**config.mk**
```make
export PLATFORM = sky130hd
export DESIGN_NAME = cdc_bus_sync
export DESIGN_NICKNAME = d
export VERILOG_FILES = /design/src/rtl/cdc_pkg.sv /design/src/rtl/cdc_sync_chain.sv /design/src/rtl/cdc_bus_sync.sv
export SDC_FILE = /design/constraint.sdc
export NUM_CORES = 1
export LEC_CHECK = 0
export CAP_MARGIN = 20
export CORE_AREA = 4 4 41 43
export CTS_CLUSTER_SIZE = 25
export DETAILED_ROUTE_END_ITERATION = 12
export DIE_AREA = 0 0 45 47
export GPL_TIMING_DRIVEN = 1
export SYNTH_ARGS = -nofsm -noshare
export SYNTH_HDL_FRONTEND = slang
export SYNTH_HIERARCHICAL = 1
export SYNTH_SLANG_ARGS = --single-unit
```
**constraint.sdc**
```tcl
create_clock -name clkb -period 2.6 [get_ports clkb]
set_clock_uncertainty 0.15 [all_clocks]
set_input_delay 0.26 -clock clkb [delete_from_list [all_inputs] [get_ports clkb]]
set_output_delay 0.26 -clock clkb [all_outputs]
set_load 0.02 [all_outputs]
```
**src/rtl/cdc_pkg.sv**
```systemverilog
`default_nettype none
// +----------------------------------------------------------------------+
// | cdc_pkg : shared CDC constants, Gray helpers, filter counter sizing  |
// | Revision: 1.0                                                        |
// +----------------------------------------------------------------------+
package cdc_pkg;

  localparam int CDC_MIN_STAGES = 2;
  localparam int CDC_MAX_WIDTH  = 64;

  // Counter must reach STABLE_CNT-1; never narrower than one bit.
  function automatic int cdc_cnt_width(input int stable_cnt);
    int w;
    w = $clog2(stable_cnt);
    return (w < 1) ? 1 : w;
  endfunction

  function automatic logic [CDC_MAX_WIDTH-1:0] gray2bin(input logic [CDC_MAX_WIDTH-1:0] g);
    logic [CDC_MAX_WIDTH-1:0] b;
    b[CDC_MAX_WIDTH-1] = g[CDC_MAX_WIDTH-1];
    for (int i = CDC_MAX_WIDTH - 2; i >= 0; i--) begin
      b[i] = b[i+1] ^ g[i];
    end
    return b;
  endfunction

  function automatic logic [CDC_MAX_WIDTH-1:0] bin2gray(input logic [CDC_MAX_WIDTH-1:0] b);
    return b ^ (b >> 1);
  endfunction

endpackage
`default_nettype wire

```
**src/rtl/cdc_sync_chain.sv**
```systemverilog
`default_nettype none
// +----------------------------------------------------------------------+
// | cdc_sync_chain : STAGES-deep flop synchroniser for a SIZE-bit bus    |
// | Revision: 1.0                                                        |
// +----------------------------------------------------------------------+
module cdc_sync_chain #(
  parameter int SIZE   = 1,
  parameter int STAGES = 2
) (
  input  logic            clkb,
  input  logic            rstb,
  input  logic [SIZE-1:0] d,
  output logic [SIZE-1:0] q
);

  logic [STAGES-1:0][SIZE-1:0] r_s;

  always_ff @(posedge clkb) begin
    if (rstb) begin
      r_s <= '0;
    end else begin
      r_s <= {r_s[STAGES-2:0], d};
    end
  end

  assign q = r_s[STAGES-1];

endmodule
`default_nettype wire

```
**src/rtl/cdc_bus_sync.sv**
```systemverilog
`default_nettype none
// +----------------------------------------------------------------------+
// | cdc_bus_sync : bus synchroniser with stability filter; define        |
// | CDC_BUS_GRAY_EN for unfiltered Gray-counter transfer.  Revision: 1.0 |
// +----------------------------------------------------------------------+
module cdc_bus_sync
  import cdc_pkg::*;
#(
  parameter int SIZE       = 1,
  parameter int STAGES     = 2,
  parameter int STABLE_CNT = 3
) (
  input  logic            clkb,
  input  logic            rstb,
  input  logic [SIZE-1:0] siga,
  output logic [SIZE-1:0] sigb,
  output logic            sigb_upd,
  output logic            busy
);

  generate
    if (STAGES < CDC_MIN_STAGES || STABLE_CNT < 1 || SIZE < 1 || SIZE > CDC_MAX_WIDTH) begin : g_bad_param
      $error("cdc_bus_sync: illegal SIZE/STAGES/STABLE_CNT");
    end
  endgenerate

  logic [SIZE-1:0] w_slast;

  cdc_sync_chain #(
    .SIZE   (SIZE),
    .STAGES (STAGES)
  ) u_chain (
    .clkb (clkb),
    .rstb (rstb),
    .d    (siga),
    .q    (w_slast)
  );

`ifdef CDC_BUS_GRAY_EN

  // Single-bit-change source: the synchronised code is always coherent.
  logic [SIZE-1:0] w_bin;

  assign w_bin = SIZE'(gray2bin(CDC_MAX_WIDTH'(w_slast)));

  always_ff @(posedge clkb) begin
    if (rstb) begin
      sigb     <= '0;
      sigb_upd <= 1'b0;
    end else begin
      sigb     <= w_bin;
      sigb_upd <= (w_bin != sigb);
    end
  end

  assign busy = 1'b0;

`else

  localparam int              CW        = cdc_cnt_width(STABLE_CNT);
  localparam logic [CW-1:0]   c_cnt_max = CW'(STABLE_CNT - 1);

  logic [SIZE-1:0] r_prev;
  logic [CW-1:0]   r_cnt;
  logic            w_same;
  logic            w_upd;

  assign w_same = (w_slast == r_prev);
  assign w_upd  = w_same && (r_cnt == c_cnt_max) && (w_slast != sigb);

  always_ff @(posedge clkb) begin
    if (rstb) begin
      r_prev   <= '0;
      r_cnt    <= '0;
      sigb     <= '0;
      sigb_upd <= 1'b0;
    end else begin
      r_prev <= w_slast;
      if (!w_same) begin
        r_cnt <= '0;
      end else if (r_cnt < c_cnt_max) begin
        r_cnt <= r_cnt + 1'b1;
      end
      if (w_upd) begin
        sigb <= w_slast;
      end
      sigb_upd <= w_upd;
    end
  end

  assign busy = (w_slast != sigb);

`endif

endmodule
`default_nettype wire

```
---- Word-level counts from Yosys, hierarchy flattened ----
Index checks and enable logic that the tools add are counted.
storage, ports and cells
  register bits ........................... 7
  output and inout bits ................... 3
  word-level logic and storage cells ...... 15
cells by class
  $add $sub $neg .......................... 1
  $lt $le $gt $ge ......................... 1
  equality and inequality tests ........... 3
  bitwise gates (word level) .............. 1
  reductions and logical operators ........ 3
operators by type and width
  cell                 count
  $add 2x1->2 const B  1
  $eq 2x2->1 const B   1
  $logic_and 1x1->1    2
  $lt 2x2->1 const B   1
  $reduce_or 2->1      1
  $eq 1x1->1           1
  $ne 1x1->1           1
  $not 1->1            1

---- Logic depth before layout (Yosys ltp) ----
Gate-level depths: netlist (run 1).
  depth after elaboration ................. 3
  depth in mapped cells ................... 4
  gate-level depth less buffers ........... 4

---- Hierarchy ----
The synthesis (run 1) kept the hierarchy.
by module, submodules not included
  module          instances  cells each  area each (um^2)  seq. area each (um^2)
  cdc_bus_sync    1          21          222.7             100.1
  cdc_sync_chain  1          4           52.6              40.0

---- Worst setup path before layout (run 1) ----
Ideal clock, no wire load.
  path type ............................... reg2out
  from .................................... register sigb
  to ...................................... output port busy
  arrival time ............................ 0.884 ns
  path slack .............................. 1.306 ns
  cell stages (with the launch flop) ...... 2
  buffers on the path ..................... 0
  cell sequence ........................... dfxtp_1 xor2_1
between the ends
  cells in the longest elaborated chain, start to end .. 1
RTL lines
  what                    RTL line            RTL
  start, declared         cdc_bus_sync.sv:16  output logic [SIZE-1:0] sigb,
  start signal, assigned  cdc_bus_sync.sv:85  sigb <= w_slast;
  $ne 1x1->1              cdc_bus_sync.sv:91  assign busy = (w_slast != sigb);
  end, declared           cdc_bus_sync.sv:18  output logic busy
Every way passes these cells.

---- Worst setup path after layout (run 1) ----
Ends and elaborated chain as after synthesis.

==> results.rst, run 1 <==
.. list-table::
   :header-rows: 1

   * - Metric
     - Value
   * - Worst Hold Margin
     - 0.2876 ns
   * - Area of the die
     - 0.002115 mm^2
   * - Boundary Pins
     - 6
   * - Total number of yosys warnings
     - 6
   * - Rows
     - 13
   * - Worst Tran Pin Value
     - 0.2249 ns
   * - Class of the worst hold path
     - flop to flop
   * - Seq/Total Area, Yosys
     - 50.91%
   * - Number of diodes added for antenna fixing
     - 0
   * - H-tree levels
     - 1
   * - Type of the setup path with the least slack
     - flop to output port
   * - Routed wirelength normalized by instance count
     - 8.959 um
   * - Number of max-slew violations in the final report
     - 0
   * - Worst path arrival time
     - 1.43 ns
   * - Most used cells in the layout excluding fill and tap cells
     - sky130_fd_sc_hd__dfxtp_1 (7), sky130_fd_sc_hd__clkdlybuf4s50_1 (5), sky130_fd_sc_hd__xor2_1 (3), sky130_fd_sc_hd__nor2b_1 (3), sky130_fd_sc_hd__clkbuf_4 (3)
   * - Total setup buffers inserted after CTS
     - 0
   * - Die height
     - 47 um
   * - Post-synthesis share of cell area spent on and, or, nand and nor gates
     - 21.82%
   * - Final net count
     - 39
   * - Crit path time final
     - 1.840 ns
   * - Sequential cell area
     - 140.1 um^2
   * - Antenna viol nets, final
     - 0
   * - Final total negative setup slack
     - 0 ns
   * - Synthesized instance count
     - 25
   * - Core Footprint
     - 0.001301 mm^2
   * - Max-slew headroom
     - 84.96%
   * - Share of synthesized area spent on multiplexers
     - 0%
   * - Unique cell type count in the Yosys netlist
     - 13
   * - Area taken by multi-input logic gates
     - 127.6 um^2
   * - Power per cell area
     - 737.9 mW/mm^2
   * - Final clock period utilization by the worst path
     - 70.76%
   * - Critical path startpoint category
     - flop
   * - Clock sink count
     - 7
   * - Path depth of the worst reg2reg path
     - 4
   * - First-pass GRT wire length
     - 752 um
   * - Hold violation count in the final report
     - 0
   * - Fraction of layout cells with a size suffix above 1
     - 14.71%
   * - Post-CTS clock slew at the launch and capture registers of the worst setup and hold paths
     - 0.05 ns
   * - Fill cell instance count of the final layout
     - 150
   * - Synth Register Bits
     - 7
   * - Grt total ovfl
     - 0
   * - Count of endpoints failing setup in the final report
     - 0
   * - Critical hold path startpoint
     - u_chain/r_s[0]$_SDFF_PP0_
   * - Detailed-routed wire length on met2
     - 177 um
   * - Number of DRC violations after detailed routing
     - 0
   * - Number of global-route vias before repair
     - 204
   * - Cts bufs inserted
     - 3
   * - 1st-pass router iterations
     - 4
   * - Max-capacitance violation count
     - 0
   * - Routed WL
     - 439 um
   * - Area added between synthesis and finish
     - 34.55%
   * - Buffer levels on the longest clock path
     - 2
   * - M1 wire length
     - 197 um
   * - Die boundary width
     - 45 um
   * - Commonest non-fill, non-tap cell in the layout
     - sky130_fd_sc_hd__dfxtp_1
   * - Cell count of the worst hold path
     - 1
   * - Starting density of the core
     - 21.15%
   * - Setup slack of the most critical reg-to-reg path
     - 1.36 ns
   * - Top layer reached by signal wires
     - met4
   * - R2r startpoint
     - r_cnt[0]$_SDFFE_PP0N_
   * - Critical Path RT
     - 2.19 ns
   * - Capture instance of the worst register-to-register path
     - sigb$_SDFFE_PP0P_
   * - Largest net degree at the start of global routing
     - 7
   * - Tot GR Track Use
     - 5.710%
   * - Result of the run
     - complete, no violations
   * - Post-synthesis compound-gate area fraction
     - 10.45%
   * - Crit Path Max Fanout
     - 6
   * - Upper clock frequency limit
     - 0.5435 GHz
   * - Detailed router's first-iteration violation count
     - 2
   * - GP Congestion
     - 0.6178
   * - XOR/XNOR share of the synthesized area
     - 9.545%
   * - Syn Nets
     - 29
   * - Synthesized area
     - 275.3 um^2
   * - Vias per cell
     - 4.082
   * - Met3 routed WL
     - 60 um
   * - Capture endpoint of the worst hold path
     - u_chain/q$_SDFF_PP0_
   * - Clock Root Buffer
     - sky130_fd_sc_hd__clkbuf_4
   * - Leakage Power
     - 0.1772 nW
   * - Largest family of logic cells by synthesized area
     - simple AND/OR/NAND/NOR gates
   * - TritonCTS clock tree
     - built
   * - Worst skew pair latency
     - 0.25 ns
   * - Max IR drop VDD
     - 0.2621 mV
   * - Via count
     - 200
   * - Element type at the critical path end
     - output port
   * - Port Buffers
     - 5
   * - Share of synthesized cell area in full adder, half adder and majority cells
     - 4.545%
   * - Resize count post-CTS
     - 0
   * - Unrepaired setup endpoints after global routing
     - false
   * - Synthesized area per cell
     - 11.01 um^2
   * - Count of hold-fix buffers inserted at cts
     - 0
   * - Antenna violations before repair
     - 0
-- synthesized netlist by cell type --
library cell	number	area (um^2)
sky130_fd_sc_hd__nor3b_1	1	7.510
sky130_fd_sc_hd__a21o_2	1	8.760
sky130_fd_sc_hd__nor3_1	2	10.01
sky130_fd_sc_hd__nand2b_1	1	6.260
sky130_fd_sc_hd__a32o_1	1	10.01
sky130_fd_sc_hd__ha_1	1	12.51
sky130_fd_sc_hd__o211a_1	1	10.01
sky130_fd_sc_hd__nor2b_1	3	18.77
sky130_fd_sc_hd__nor2b_2	1	8.760
sky130_fd_sc_hd__and3b_1	1	8.760
sky130_fd_sc_hd__inv_1	2	7.510
sky130_fd_sc_hd__dfxtp_1	7	140.1
sky130_fd_sc_hd__xor2_1	3	26.28
-- state kept, by name, indices dropped and copies added, names as in the netlist --
register	count
r_cnt	2
r_prev	1
sigb	1
sigb_upd	1
u_chain/q	1
u_chain/r_s	1
-- through the flow --
step / power (mW) / setup WS [ns] / instance area, um^2 / std cells / util [%]
3_5_place_dp: 0.1779 / 1.026 / 344.1 / 45 / 26.44
3_3_place_gp: 0.1756 / 1.022 / 344.1 / 45 / 26.44
5_1_grt: 0.2908 / 0.6714 / 370.4 / 49 / 28.46
4_1_cts: 0.2798 / 0.7399 / 370.4 / 49 / 28.46
6_report: 0.2733 / 0.7601 / 370.4 / 49 / 28.46
2_1_floorplan: 0.1641 / 1.306 / 275.3 / 25 / -
-- critical path: stages (launching register included) --
cell                              delay, ns
sky130_fd_sc_hd__dfxtp_1               0.41
sky130_fd_sc_hd__xor2_1                0.16
sky130_fd_sc_hd__clkdlybuf4s50_1       0.61
-- routing by layer --
metal / GRT usage [%] / up-vias
met5: 0 / -
met4: 3.509 / 0
met3: 5.747 / 2
met2: 8.757 / 9
met1: 4.598 / 86
li1: - / 103
-- cells by family (layout without fill, tap and decap cells) --
| logic type | Yosys count | count (layout) |
|---|---|---|
| fa+ha+maj | 1 | 1 |
| xor+xnor | 3 | 3 |
| flops | 7 | 7 |
| buf+inv | 2 | 11 |
| simple gates | 9 | 9 |
| compound gates | 3 | 3 |
-- power breakdown --
group	switching [mW]	leakage, nW	total (mW)	internal (mW)
Clock	0.0397	0.0150	0.0982	0.0585
Sequential	0.00947	0.0574	0.130	0.120
Combinational	0.0211	0.105	0.0453	0.0243
Total	0.0702	0.177	0.273	0.203
-- worst max path at each step --
stage	startpoint	end	cells after the start
5_1_grt	sigb$_SDFFE_PP0P_	busy	2
2_1_floorplan	sigb$_SDFFE_PP0P_	busy	1
3_5_place_dp	sigb$_SDFFE_PP0P_	busy	2
6_report	sigb$_SDFFE_PP0P_	busy	2
3_3_place_gp	sigb$_SDFFE_PP0P_	busy	2
4_1_cts	sigb$_SDFFE_PP0P_	busy	2
-- final cells by class --
type,instances,share of cell area (%)
Multi-Input combinational cell,16,34.46
Sequential cell,7,37.84
Inverter,2,2.027
Tap cell,15,5.068
Timing Repair Buffer,5,13.51
Clock buffer,4,7.095
Note: power is estimated with default switching activity, not from simulation.
==> run 2, diff against run 1 <==
clock period = 1.54 ns   (was 2.6 ns; I/O delays follow)
==> results.rst, run 2 (same netlist as run 1, synthesis figures left out) <==
.. list-table::
   :header-rows: 1

   * - Metric
     - Value
   * - Met2 Use GR
     - 6.780% (-2.0 points)
   * - Die boundary width
     - 45 um (unchanged)
   * - Area of the die
     - 0.002115 mm^2 (unchanged)
   * - Rows
     - 13 (unchanged)
   * - Largest net degree at the start of global routing
     - 7 (unchanged)
   * - Die height
     - 47 um (unchanged)
   * - Number of max-slew violations in the final report
     - 0 (unchanged)
   * - Crit path time final
     - 1.447 ns
   * - Share of power burned in combinational logic
     - 16.4% (-0.2 points)
   * - H-tree levels
     - 1 (unchanged)
   * - Max-slew headroom
     - 85.38% (+0.42 points)
   * - Detailed router's first-iteration violation count
     - 0 (-2)
   * - Critical Path RT
     - 1.24 ns (-0.95 ns)
   * - Worst path arrival time
     - 1.14 ns (-0.29 ns)
   * - Leakage Power
     - 0.1913 nW (+8.0%)
   * - Vias per cell
     - 4.040 (-1.0%)
   * - Number of diodes added for antenna fixing
     - 0 (unchanged)
   * - Antenna violations before repair
     - 0 (unchanged)
   * - Grt met1 use
     - 6.912% (+2.3 points)
   * - Buffer levels on the longest clock path
     - 2 (unchanged)
   * - Antenna viol nets, final
     - 0 (unchanged)
   * - Max IR drop VDD
     - 0.3869 mV (+48%)
   * - Count of hold-fix buffers inserted at cts
     - 0 (unchanged)
   * - Worst Tran Pin Value
     - 0.2186 ns (-0.006309 ns)
   * - Routed wirelength normalized by instance count
     - 8.740 um (-2.4%)
   * - Class of the worst hold path
     - flop to flop
   * - Final net count
     - 40 (+2.6%)
   * - Clock Root Buffer
     - sky130_fd_sc_hd__clkbuf_4
   * - Crit Path Max Fanout
     - 6 (unchanged)
   * - Switch share
     - 26.13% (+0.45 points)
   * - Element type at the critical path end
     - output port
   * - Count of endpoints failing setup in the final report
     - 0 (unchanged)
   * - Port Buffers
     - 5 (unchanged)
   * - Number of global-route vias before repair
     - 204 (unchanged)
   * - Area added between synthesis and finish
     - 36.36%
   * - Internal Power
     - 0.3434 mW (+69%)
   * - Register with the highest flop count
     - r_cnt
   * - Clock sink count
     - 7 (unchanged)
   * - Most used cells in the layout excluding fill and tap cells
     - sky130_fd_sc_hd__dfxtp_1 (7), sky130_fd_sc_hd__xor2_1 (3), sky130_fd_sc_hd__nor2b_1 (3), sky130_fd_sc_hd__clkbuf_4 (3), sky130_fd_sc_hd__clkdlybuf4s50_1 (3)
   * - Total setup buffers inserted after CTS
     - 0 (unchanged)
   * - Hold violation count in the final report
     - 0 (unchanged)
   * - GP Congestion
     - 0.6557 (+6.1%)
   * - Final core area utilization
     - 28.85% (+0.38 points)
   * - Cts bufs inserted
     - 3 (unchanged)
   * - Number of flip-flops in the largest register
     - 2 (unchanged)
   * - Busiest metal layer after global routing
     - met4
   * - Grt total ovfl
     - 0 (unchanged)
   * - Final clock period utilization by the worst path
     - 93.93%
   * - Number of DRC violations after detailed routing
     - 0 (unchanged)
   * - Unrepaired setup endpoints after global routing
     - false
   * - Starting density of the core
     - 21.15% (unchanged)
   * - Power per cell area
     - 1239 mW/mm^2 (+68%)
   * - Fraction of power consumed by sequential logic
     - 47.0% (-0.5 points)
   * - TritonCTS clock tree
     - built
   * - 1st-pass router iterations
     - 1 (-3)
   * - Routed WL
     - 437 um (-0.46%)
   * - First-pass GRT wire length
     - 800 um (+6.4%)
   * - Final total negative setup slack
     - 0 ns (unchanged)
   * - Met3 layer usage reported by global route
     - 2.299% (-3.4 points)
   * - Result of the run
     - complete, no violations
   * - Tot GR Track Use
     - 5.714% (about the same)
   * - Commonest non-fill, non-tap cell in the layout
     - sky130_fd_sc_hd__dfxtp_1
   * - Boundary Pins
     - 6 (unchanged)
   * - Max-capacitance violation count
     - 0 (unchanged)
   * - Resize count post-CTS
     - 2 (+2)
   * - Clock network fraction of total power
     - 36.7% (+0.8 points)
   * - Worst Hold Margin
     - 0.2902 ns (+0.002573 ns)
   * - Fraction of layout cells with a size suffix above 1
     - 17.14% (+2.4 points)
   * - Fill cell instance count of the final layout
     - 149 (-0.67%)
   * - Core Footprint
     - 0.001301 mm^2 (unchanged)
   * - Upper clock frequency limit
     - 0.6913 GHz
   * - Critical path startpoint category
     - flop
   * - Type of the setup path with the least slack
     - flop to output port
   * - Worst skew pair latency
     - 0.25 ns (about the same)
   * - Post-CTS clock slew at the launch and capture registers of the worst setup and hold paths
     - 0.05 ns (about the same)
   * - Sw Pwr
     - 0.1215 mW (+73%)
   * - Via count
     - 202 (+1.0%)
==> run 2: cell types whose count changed in the layout (fill, tap and decap cells not counted) <==
cell	delta
sky130_fd_sc_hd__clkdlybuf4s50_1	-2
sky130_fd_sc_hd__dlygate4sd2_1	+2
sky130_fd_sc_hd__buf_4	+1
==> run 2: worst max-delay path: stages, from the launching register on <==
cell,delay (ns)
sky130_fd_sc_hd__dfxtp_1,0.41
sky130_fd_sc_hd__xor2_1,0.15
sky130_fd_sc_hd__dlygate4sd2_1,0.34
==> run 2: stage by stage <==
stage	cells	setup slack, ns	total power [mW]	cell area [um^2]
3_5_place_dp	46	0.06208	0.2986	351.6
5_1_grt	50	0.01265	0.4908	375.4
2_1_floorplan	25	0.3447	0.2771	275.3
4_1_cts	50	0.06952	0.4731	375.4
6_report	50	0.09346	0.4649	375.4
3_3_place_gp	46	0.08815	0.3003	351.6
==> run 2: power by group through the flow <==
stage / combinational, mW / clock (mW) / sequential, mW
after floorplan: 0.0566 / 0 / 0.220
after global placement: 0.0781 / 0 / 0.222
after detailed placement: 0.0759 / 0 / 0.223
after CTS: 0.0778 / 0.176 / 0.219
after global routing: 0.0873 / 0.183 / 0.221
final: 0.0761 / 0.170 / 0.218
==> run 2: worst paths after layout <==
kind	startpoint	to	slack [ns]	depth (start not counted)
max reg2reg	r_cnt[0]$_SDFFE_PP0N_	sigb$_SDFFE_PP0P_	0.29	4
max	sigb$_SDFFE_PP0P_	busy	0.09	2
min	u_chain/r_s[0]$_SDFF_PP0_	u_chain/q$_SDFF_PP0_	0.29	1
min reg2reg	u_chain/r_s[0]$_SDFF_PP0_	u_chain/q$_SDFF_PP0_	0.29	1
==> run 2: layout make-up <==
type / instances / area (um^2) / area share (%)
multi-input cells: 16 / 127.6 / 34.00
inverters: 2 / 7.507 / 2.000
clock buffers: 4 / 26.28 / 7.000
repair buffers: 6 / 55.05 / 14.67
well taps: 15 / 18.77 / 5.000
flip-flops and latches: 7 / 140.1 / 37.33
==> run 2: per-layer routing <==
| layer | up-vias | wire length (um) |
|---|---|---|
| li1 | 105 | - |
| met3 | 2 | 41 |
| met4 | 0 | 15 |
| met1 | 87 | 211 |
| met5 | - | 0 |
| met2 | 8 | 169 |
